--- src/rtl/lab2_pkg.sv ---
// Shared definitions for the Lab 2 command parser: FSM state type, ASCII
// constants for the command grammar, and the default adder-ready timeout.
package lab2_pkg;

   // state  | meaning
   // S_D1   | waiting for first hex digit
   // S_OP   | waiting for '+' or '-'
   // S_D2   | waiting for second hex digit
   // S_EQ   | waiting for terminator ('=' or CR)
   // S_WAIT | start issued, waiting for adder ready or timeout
   typedef enum logic [2:0] {
      S_D1   = 3'd0,
      S_OP   = 3'd1,
      S_D2   = 3'd2,
      S_EQ   = 3'd3,
      S_WAIT = 3'd4
   } state_t;

   localparam logic [7:0] ASCII_PLUS  = 8'h2B;
   localparam logic [7:0] ASCII_MINUS = 8'h2D;
   localparam logic [7:0] ASCII_EQ    = 8'h3D;
   localparam logic [7:0] ASCII_CR    = 8'h0D;
   localparam logic [7:0] ASCII_SPACE = 8'h20;

   localparam logic [3:0] WAIT_MAX_DEF = 4'd15;

   // True when byte c is acceptable in parsing state st. Spaces are legal
   // (and ignored) in every parsing state; S_WAIT never accepts anything.
   function automatic logic char_legal(state_t st, logic [7:0] c, logic is_hex);
      logic ok;
      ok = 1'b0;
      if (st != S_WAIT && c == ASCII_SPACE) begin
         ok = 1'b1;
      end else if (st == S_D1 || st == S_D2) begin
         ok = is_hex;
      end else if (st == S_OP) begin
         ok = (c == ASCII_PLUS) || (c == ASCII_MINUS);
      end else if (st == S_EQ) begin
         ok = (c == ASCII_EQ) || (c == ASCII_CR);
      end
      return ok;
   endfunction

endpackage

--- src/rtl/ascii_hex_decode.sv ---
// Combinational ASCII hex digit decoder.
// Ports:
//   byte_i  in  8  ASCII byte
//   dec_o   out 5  {is_hex, nibble[3:0]}; nibble is 0 when is_hex is 0
module ascii_hex_decode (
   input  logic [7:0] byte_i,
   output logic [4:0] dec_o
);

   logic is_digit;
   logic is_alpha;

   always_comb begin
      is_digit = (byte_i >= 8'h30) && (byte_i <= 8'h39);
      is_alpha = ((byte_i >= 8'h41) && (byte_i <= 8'h46)) ||
                 ((byte_i >= 8'h61) && (byte_i <= 8'h66));
      dec_o = 5'd0;
      // 'A'/'a' have low nibble 1, so adding 9 maps A..F onto 10..15.
      if (is_digit) begin
         dec_o = {1'b1, byte_i[3:0]};
      end else if (is_alpha) begin
         dec_o = {1'b1, byte_i[3:0] + 4'd9};
      end
   end

endmodule

--- src/rtl/lab2_cmd_parser.sv ---
// Command parser for the Lab 2 adder/subtractor. Parses "<hex><op><hex><term>",
// issues a one-cycle start pulse with operands, then waits for the adder
// ready pulse or a timeout.
// Optional feature macro: CMD_ECHO_EN (echo accepted bytes one cycle later).
// Ports:
//   clk, Gl_rst_n        clock, async active-low reset
//   rx_data/rx_valid     received byte and its strobe
//   L2_adder_rdy         adder result-ready pulse
//   Gl_r1, Gl_r2         zero-extended operands
//   Gl_subtract          1 for '-'
//   Gl_adder_start       one-cycle start pulse
//   busy                 high while waiting for the adder
//   cmd_err              pulse on rejected byte or timeout
//   rx_drop              pulse on byte received while busy
//   echo_data/echo_valid echo of accepted bytes (0 without CMD_ECHO_EN)
module lab2_cmd_parser
   import lab2_pkg::*;
#(
   parameter logic [3:0] WAIT_MAX = WAIT_MAX_DEF
) (
   input  logic       clk,
   input  logic       Gl_rst_n,
   input  logic [7:0] rx_data,
   input  logic       rx_valid,
   input  logic       L2_adder_rdy,
   output logic [7:0] Gl_r1,
   output logic [7:0] Gl_r2,
   output logic       Gl_subtract,
   output logic       Gl_adder_start,
   output logic       busy,
   output logic       cmd_err,
   output logic       rx_drop,
   output logic [7:0] echo_data,
   output logic       echo_valid
);

   state_t     state_q, state_d;
   logic [3:0] r1_sh_q, r1_sh_d;
   logic [3:0] r2_sh_q, r2_sh_d;
   logic       sub_sh_q, sub_sh_d;
   logic [7:0] r1_q, r1_d;
   logic [7:0] r2_q, r2_d;
   logic       sub_q, sub_d;
   logic       start_q, start_d;
   logic       err_q, err_d;
   logic       drop_q, drop_d;
   logic [3:0] cnt_q, cnt_d;

   logic [4:0] dec;
   logic       legal;

   ascii_hex_decode u_hex (
      .byte_i (rx_data),
      .dec_o  (dec)
   );

   assign legal = char_legal(state_q, rx_data, dec[4]);

   always_comb begin
      state_d  = state_q;
      r1_sh_d  = r1_sh_q;
      r2_sh_d  = r2_sh_q;
      sub_sh_d = sub_sh_q;
      r1_d     = r1_q;
      r2_d     = r2_q;
      sub_d    = sub_q;
      cnt_d    = cnt_q;
      start_d  = 1'b0;
      err_d    = 1'b0;
      drop_d   = 1'b0;

      if (state_q == S_WAIT) begin
         drop_d = rx_valid;
         // Ready beats the timeout when both land in the same cycle.
         if (L2_adder_rdy) begin
            state_d = S_D1;
         end else if (cnt_q == WAIT_MAX) begin
            err_d   = 1'b1;
            state_d = S_D1;
         end else begin
            cnt_d = cnt_q + 4'd1;
         end
      end else if (rx_valid) begin
         if (!legal) begin
            err_d    = 1'b1;
            r1_sh_d  = 4'd0;
            r2_sh_d  = 4'd0;
            sub_sh_d = 1'b0;
            state_d  = S_D1;
         end else if (rx_data != ASCII_SPACE) begin
            case (state_q)
               S_D1: begin
                  r1_sh_d = dec[3:0];
                  state_d = S_OP;
               end
               S_OP: begin
                  sub_sh_d = (rx_data == ASCII_MINUS);
                  state_d  = S_D2;
               end
               S_D2: begin
                  r2_sh_d = dec[3:0];
                  state_d = S_EQ;
               end
               S_EQ: begin
                  r1_d    = {4'd0, r1_sh_q};
                  r2_d    = {4'd0, r2_sh_q};
                  sub_d   = sub_sh_q;
                  start_d = 1'b1;
                  cnt_d   = 4'd0;
                  state_d = S_WAIT;
               end
               default: state_d = S_D1;
            endcase
         end
      end
   end

   always_ff @(posedge clk or negedge Gl_rst_n) begin
      if (!Gl_rst_n) begin
         state_q  <= S_D1;
         r1_sh_q  <= 4'd0;
         r2_sh_q  <= 4'd0;
         sub_sh_q <= 1'b0;
         r1_q     <= 8'd0;
         r2_q     <= 8'd0;
         sub_q    <= 1'b0;
         start_q  <= 1'b0;
         err_q    <= 1'b0;
         drop_q   <= 1'b0;
         cnt_q    <= 4'd0;
      end else begin
         state_q  <= state_d;
         r1_sh_q  <= r1_sh_d;
         r2_sh_q  <= r2_sh_d;
         sub_sh_q <= sub_sh_d;
         r1_q     <= r1_d;
         r2_q     <= r2_d;
         sub_q    <= sub_d;
         start_q  <= start_d;
         err_q    <= err_d;
         drop_q   <= drop_d;
         cnt_q    <= cnt_d;
      end
   end

   assign Gl_r1          = r1_q;
   assign Gl_r2          = r2_q;
   assign Gl_subtract    = sub_q;
   assign Gl_adder_start = start_q;
   assign busy           = (state_q == S_WAIT);
   assign cmd_err        = err_q;
   assign rx_drop        = drop_q;

`ifdef CMD_ECHO_EN
   logic [7:0] echo_data_q, echo_data_d;
   logic       echo_valid_q, echo_valid_d;

   always_comb begin
      echo_valid_d = rx_valid && legal;
      echo_data_d  = echo_valid_d ? rx_data : echo_data_q;
   end

   always_ff @(posedge clk or negedge Gl_rst_n) begin
      if (!Gl_rst_n) begin
         echo_data_q  <= 8'd0;
         echo_valid_q <= 1'b0;
      end else begin
         echo_data_q  <= echo_data_d;
         echo_valid_q <= echo_valid_d;
      end
   end

   assign echo_data  = echo_data_q;
   assign echo_valid = echo_valid_q;
`else
   assign echo_data  = 8'd0;
   assign echo_valid = 1'b0;
`endif

endmodule
--- config.mk ---
export PLATFORM = sky130hd
export DESIGN_NAME = lab2_cmd_parser
export DESIGN_NICKNAME = d
export VERILOG_FILES = /design/src/rtl/lab2_pkg.sv /design/src/rtl/ascii_hex_decode.sv /design/src/rtl/lab2_cmd_parser.sv
export SDC_FILE = /design/constraint.sdc
export NUM_CORES = 1
export LEC_CHECK = 0
export ABC_AREA = 1
export CORE_ASPECT_RATIO = 0.8
export CORE_MARGIN = 4
export CORE_UTILIZATION = 49
export CTS_CLUSTER_DIAMETER = 80
export CTS_CLUSTER_SIZE = 28
export DETAILED_ROUTE_END_ITERATION = 7
export HOLD_SLACK_MARGIN = 0.03
export MAX_ROUTING_LAYER = met4
export PLACE_DENSITY = 0.79
export SLEW_MARGIN = 20
export SYNTH_ARGS = -nofsm -noshare
export SYNTH_HDL_FRONTEND = slang
export SYNTH_SLANG_ARGS = --single-unit
export TNS_END_PERCENT = 10
--- constraint.sdc ---
create_clock -name clk -period 1.65 [get_ports clk]
set_clock_uncertainty 0.05 [all_clocks]
set_input_delay 0.33 -clock clk [delete_from_list [all_inputs] [get_ports clk]]
set_output_delay 0.33 -clock clk [all_outputs]
set_load 0.02 [all_outputs]
**Yosys cells after proc, flatten, opt, wreduce, memory -nomap -nowiden**

Index checks and enable logic that the tools add are counted.

- Add/sub/neg operators: 2
- Order comparisons: 6
- Eq/ne operators: 20
- Multiplexer cells: 40
- Bitwise logic cells: 1
- Reduce and logical (&&, ||, !) cells: 19

Operators by type and width:

| kind | count |
|---|---|
| 4-bit 2-to-1 mux | 13 |
| 8-bit by 6-bit equality test with 1-bit output, second input constant | 4 |
| 1-bit 2-to-1 mux | 18 |
| 3-bit 2-to-1 mux | 6 |
| 8-bit by 7-bit >= comparator with 1-bit output, second input constant | 2 |
| 8-bit by 7-bit less-or-equal comparator with 1-bit output, second input constant | 2 |
| 3-bit one-hot mux with 4 select lines | 1 |
| 4-bit AND reduction | 3 |
| 5-bit 2-to-1 mux | 2 |
| 8-bit by 4-bit equality test with 1-bit output, second input constant | 1 |
| 8-bit by 6-bit >= comparator with 1-bit output, second input constant | 1 |
| 8-bit by 6-bit less-or-equal comparator with 1-bit output, second input constant | 1 |
| 2-bit by 1-bit != test with 1-bit output, second input constant | 4 |
| 8-bit by 6-bit != test with 1-bit output, second input constant | 1 |
| 2-bit nonzero test | 4 |
| 3-bit by 2-bit equality test with 1-bit output, second input constant | 2 |
| 3-bit by 2-bit != test with 1-bit output, second input constant | 2 |
| 6-bit AND reduction | 1 |
| 5-bit AND reduction | 1 |
| 4-bit by 1-bit adder with 4-bit output, second input constant | 1 |
| 4-bit adder, second input constant | 1 |
| 4-bit equality test, second input constant | 1 |
| 1-bit logical AND | 4 |
| 1-bit logical OR | 4 |
| other kinds (7) | 8 |

- Register bits after elaboration: 28
- Input port bits: 12
- Output and inout port bits: 30
- Logic and storage cells: 99

**Longest topological paths before layout**

- Depth in word-level cells: 10
- Depth in mapped cells: 12
- Mapped depth without buffers: 12

**Hierarchy**

From an unflattened synthesis, not the netlist that was laid out.

- Cells, all modules: 246
- Area, all modules: 1848.0 sq um

Modules (own cells, without submodules):

| module | instances | cells each | area each (sq um) | sequential area each (sq um) |
|---|---|---|---|---|
| lab2_cmd_parser | 1 | 211 | 1649.1 | 700.7 |
| ascii_hex_decode | 1 | 35 | 198.9 | 0.0 |

**Worst setup path before layout**

OpenSTA, ideal clock, no wires.

- Kind: input to register
- Start point: in rx_data[0]
- End point: reg r1_sh_q[2]
- Arrival: 1.407 ns
- Slack: 0.075 ns
- Cell stages on the path: 12
- Path buffers: 0
- Cell sequence: inv_1 -> ha_1 -> inv_1 -> nand3_1 -> nand3_1 -> nand2_1 -> nand2_2 -> nand3_2 -> nand2_2 -> nand2_2 -> nand2_1 -> nand2_1

- Longest elaborated chain between the ends: 9
- Elaborated cells on any way between the ends: 32

RTL lines:

| item | line | RTL |
|---|---|---|
| start: declaration | lab2_cmd_parser.sv:23 | `input logic [7:0] rx_data,` |
| 8-bit by 7-bit >= comparator with 1-bit output, or another cell as far along | ascii_hex_decode.sv:15 | `is_alpha = ((byte_i >= 8'h41) && (byte_i <= 8'h46)) \|\|` |
| 1-bit logical AND, on equally long branches | ascii_hex_decode.sv:15, ascii_hex_decode.sv:16 |  |
| 1-bit logical OR | ascii_hex_decode.sv:15 |  |
| 5-bit 2-to-1 mux | ascii_hex_decode.sv:21 | `end else if (is_alpha) begin` |
| 5-bit 2-to-1 mux | ascii_hex_decode.sv:19 | `if (is_digit) begin` |
| 1-bit 2-to-1 mux | lab2_pkg.sv:34 | `end else if (st == S_D1 \|\| st == S_D2) begin` |
| 1-bit 2-to-1 mux | lab2_pkg.sv:32 | `if (st != S_WAIT && c == ASCII_SPACE) begin` |
| 2-bit by 1-bit != test with 1-bit output (no line) | -- |  |
| 4-bit AND reduction (no line) | -- |  |
| end signal: assignment | lab2_cmd_parser.sv:133 | `r1_sh_q <= r1_sh_d;` |
| end: declaration | lab2_cmd_parser.sv:38 | `logic [3:0] r1_sh_q, r1_sh_d;` |

Several ways; a longest one is shown, not always the timed one. The select of a mux whose other input is x is not followed.
A chain may end at the register's enable or synchronous reset.

**Worst setup path after layout**

- Start point: in rx_data[2]
- End point: reg r2_q[0] (netlist: Gl_r2[0])

- Longest elaborated chain between the ends: 8
- Elaborated cells on any way between the ends: 26

RTL lines:

| item | line | RTL |
|---|---|---|
| 8-bit by 7-bit >= comparator with 1-bit output, or another cell as far along | ascii_hex_decode.sv:15 |  |
| 1-bit logical AND, on equally long branches | ascii_hex_decode.sv:15, ascii_hex_decode.sv:16 |  |
| 1-bit logical OR | ascii_hex_decode.sv:15 |  |
| 5-bit 2-to-1 mux | ascii_hex_decode.sv:21 |  |
| 5-bit 2-to-1 mux | ascii_hex_decode.sv:19 |  |
| 1-bit 2-to-1 mux | lab2_pkg.sv:34 |  |
| 1-bit 2-to-1 mux | lab2_pkg.sv:32 |  |
| 5-bit AND reduction (no line) (*) | -- |  |
| end signal: assignment | lab2_cmd_parser.sv:137 | `r2_q <= r2_d;` |
| end: declaration | lab2_cmd_parser.sv:42 | `logic [7:0] r2_q, r2_d;` |

Mark *: on every way between the ends. The rest lies on a longest branch, timed or not.

==> results.toml <==
[outcome]
violations = "setup timing"
status = "finished with violations"

[drt]
avgViaCountPerCell = 4.99
routed_wirelength_um = 4430
ant_nets = 0
drtIter0Drc = 113
vias = 1683
wl_per_cell_um = 13.1
drc_errors = 0
first_pass_iters = 5

[clock_network]
numCtsBuffers = 3
tritoncts = "yes"
cts_sinks = 28
htreeDepth = 1
root_buffer = "clkbuf_8"
cts_buffer_depth = 2
worst_skew_pair.late_latency_ns = 0.27
path_clk_slew_ns = 0.10

[placed_design]
hpwl_um = 2900
gp_congestion = 0.874
port_buffers = 24

[synth]
synth-seq-cells = 28
ys_seq_area_frac = 0.407
syn_area_per_cell_um2 = 7.56
synth.distinct_cells = 24
yosysWarnings = 0
synth.cell_area_mm2 = 0.00172
synth_cells = 228

[cells_and_area]
nets = 314
syn2layout_area_growth_pct = 45.0
regArea_um2 = 701
drive_above_1_share = 0.303
nFillCells = 232
fin_util = 0.775
antennaDiodeCount = 0
multi_input_area_um2 = 892

[power_and_ir_drop]
pwr-share-comb = 0.190
max-vdd-ir-drop_uv = 623
switching_share = 0.262
p_leak_uw = 0.00149
seqPwrFrac = 0.468
power.switching_uw = 409
pwr-share-clk = 0.343
p_int_uw = 1150
power.total_uw = 1560
power_density_mw_per_mm2 = 625

[grt]
grt_pass1_wl_um = 6780
grt_max_degree = 29
grtUsageTotal = 0.198
grt-ovfl-total = 0
antenna_found_initial = 0
grt_pass1_vias = 1601

[run]
cap_violations = 0

[floorplan]
coreArea_mm2 = 0.00322
initial_core_util = 0.535
die_height_um = 61.0
boundaryPins = 42
num_rows = 18
die_w_um = 74.3
die-area_mm2 = 0.00453

[timing]
grt_setup_unrepaired = "yes"
fin_crit_sh = 1.02
setup_ws_ns = -0.0251
hold_viol_final = 0
setup_violations = 1
finalCriticalPeriod_ns = 1.68
fmax_mhz = 597
slew_violations = 0

[worst_setup_path]
critPathArrivalTime_ns = 1.80
cp_max_fo = 5
cp.required_ns = 1.77
start_kind = "input port"
crit_type = "in -> reg"
end_kind = "register"

[min_path]
hold_path.class = "in -> async"
==> per-stage QoR <==
step	area [um^2]	instances	hold WS (ns)	worst slack, ns	TNS, ns
after detailed placement	2190	322	0.416	-0.566	-12.02
after CTS	2420	333	0.378	-0.0140	-0.0214
after global placement	2190	322	0.412	-0.524	-11.25
after floorplan	1780	244	-0.0156	0.0750	0
after global routing	2500	337	0.395	-0.0986	-0.685
final	2500	337	0.368	-0.0251	-0.0251
==> worst paths after layout <==
path | to | startpoint | slack, ns | cells after the start
max in group asynchronous | cnt_q[1] | Gl_rst_n | 0.91 | 2
worst min register to register | r1_sh_q[0] | r1_sh_q[0] | 0.44 | 2
min in group clk | r1_sh_q[0] | r1_sh_q[0] | 0.44 | 2
worst max register to register | Gl_r2[0] | state_q[0] | 0.01 | 10
worst max-delay path | Gl_r2[0] | rx_data[2] | -0.03 | 11
worst min-delay path | Gl_r1[3] | Gl_rst_n | 0.37 | 2
==> cell type report <==
type / instances / area share
multi-input cells: 158 / 0.357
flip-flops and latches: 28 / 0.281
repair buffers: 67 / 0.254
inverters: 40 / 0.0601
well taps: 40 / 0.0200
clock buffers: 3 / 0.0165
clock inverters: 1 / 0.0120
==> synthesized netlist by cell type, drive strengths merged <==
library cell / instances / area share
ha: 4 / 0.029
nand3: 20 / 0.064
o21ai: 25 / 0.073
nor2: 14 / 0.038
inv: 40 / 0.087
xor2: 2 / 0.010
conb: 1 / 0.0022
a31oi: 1 / 0.012
buf: 18 / 0.081
nand2: 59 / 0.14
nand4: 4 / 0.015
nor3: 4 / 0.018
o31ai: 1 / 0.0044
or2: 4 / 0.015
a21oi: 3 / 0.0087
dfrtp: 28 / 0.41
==> timing repair <==
item                                    in CTS  in global routing
resized for setup                           35                 34
hold buffers                                 0                  0
endpoints found under the setup margin      28                 34
cloned                                       2                  0
setup buffers                                5                  5
pin swaps                                    9                 12
==> worst max-delay path: stages <==
cell and delay (ns):
clkdlybuf4s15_1 0.29, buf_4 0.18, nand2_1 0.08, inv_1 0.10
nand4_1 0.18, nor2_4 0.20, buf_6 0.13, buf_12 0.10
nand2_1 0.06, o21ai_1 0.10, inv_1 0.06
==> cell usage in the layout (no fill, tap or decap), types with 3 or more instances in the layout <==
cell type / count
buf_4: 35
buf_6: 5
clkbuf_8: 3
clkdlybuf4s50_1: 6
conb_1: 17
dfrtp_1: 28
dlygate4sd2_1: 5
dlymetal6s2s_1: 9
inv_1: 30
inv_2: 10
nand2_1: 48
nand2_2: 6
nand2_4: 5
nand3_1: 15
nand3_2: 4
nand4_1: 4
nor2_1: 9
nor2_4: 3
o21ai_0: 17
o21ai_1: 8
or2_2: 4
==> flip-flops by register name, indices dropped and copies added (netlist names) <==
register / flops
Gl_r1: 4
Gl_r2: 4
cnt_q: 4
r1_sh_q: 4
r2_sh_q: 4
state_q: 3
Gl_adder_start: 1
Gl_subtract: 1
cmd_err: 1
rx_drop: 1
sub_sh_q: 1
==> metal layers <==
layer	global-route usage	wire length (um)	vias up
met4	0.0254	40	0
met3	0.0375	316	5
met1	0.252	1800	791
met2	0.342	2280	65
met5	-	0	-
li1	-	-	822
==> kinds of logic after synthesis <==
kind of cell,Yosys count,share of synthesized area
adders and majority gates,4,0.0290
and+or+nand+nor,105,0.286
buffers and inverters,58,0.168
other,1,0.00218
DFF,28,0.407
AOI/OAI and AO/OA,30,0.0980
xor gates and xnor gates,2,0.0102
==> power by group through the flow <==
stage	Sequential [uW]	Clock, uW	Combinational, uW
2_1_floorplan	741	0	173
3_3_place_gp	740	0	259
3_5_place_dp	741	0	264
4_1_cts	728	547	271
5_1_grt	733	580	326
6_report	729	535	296
Note: power is estimated with default switching activity, not from simulation.
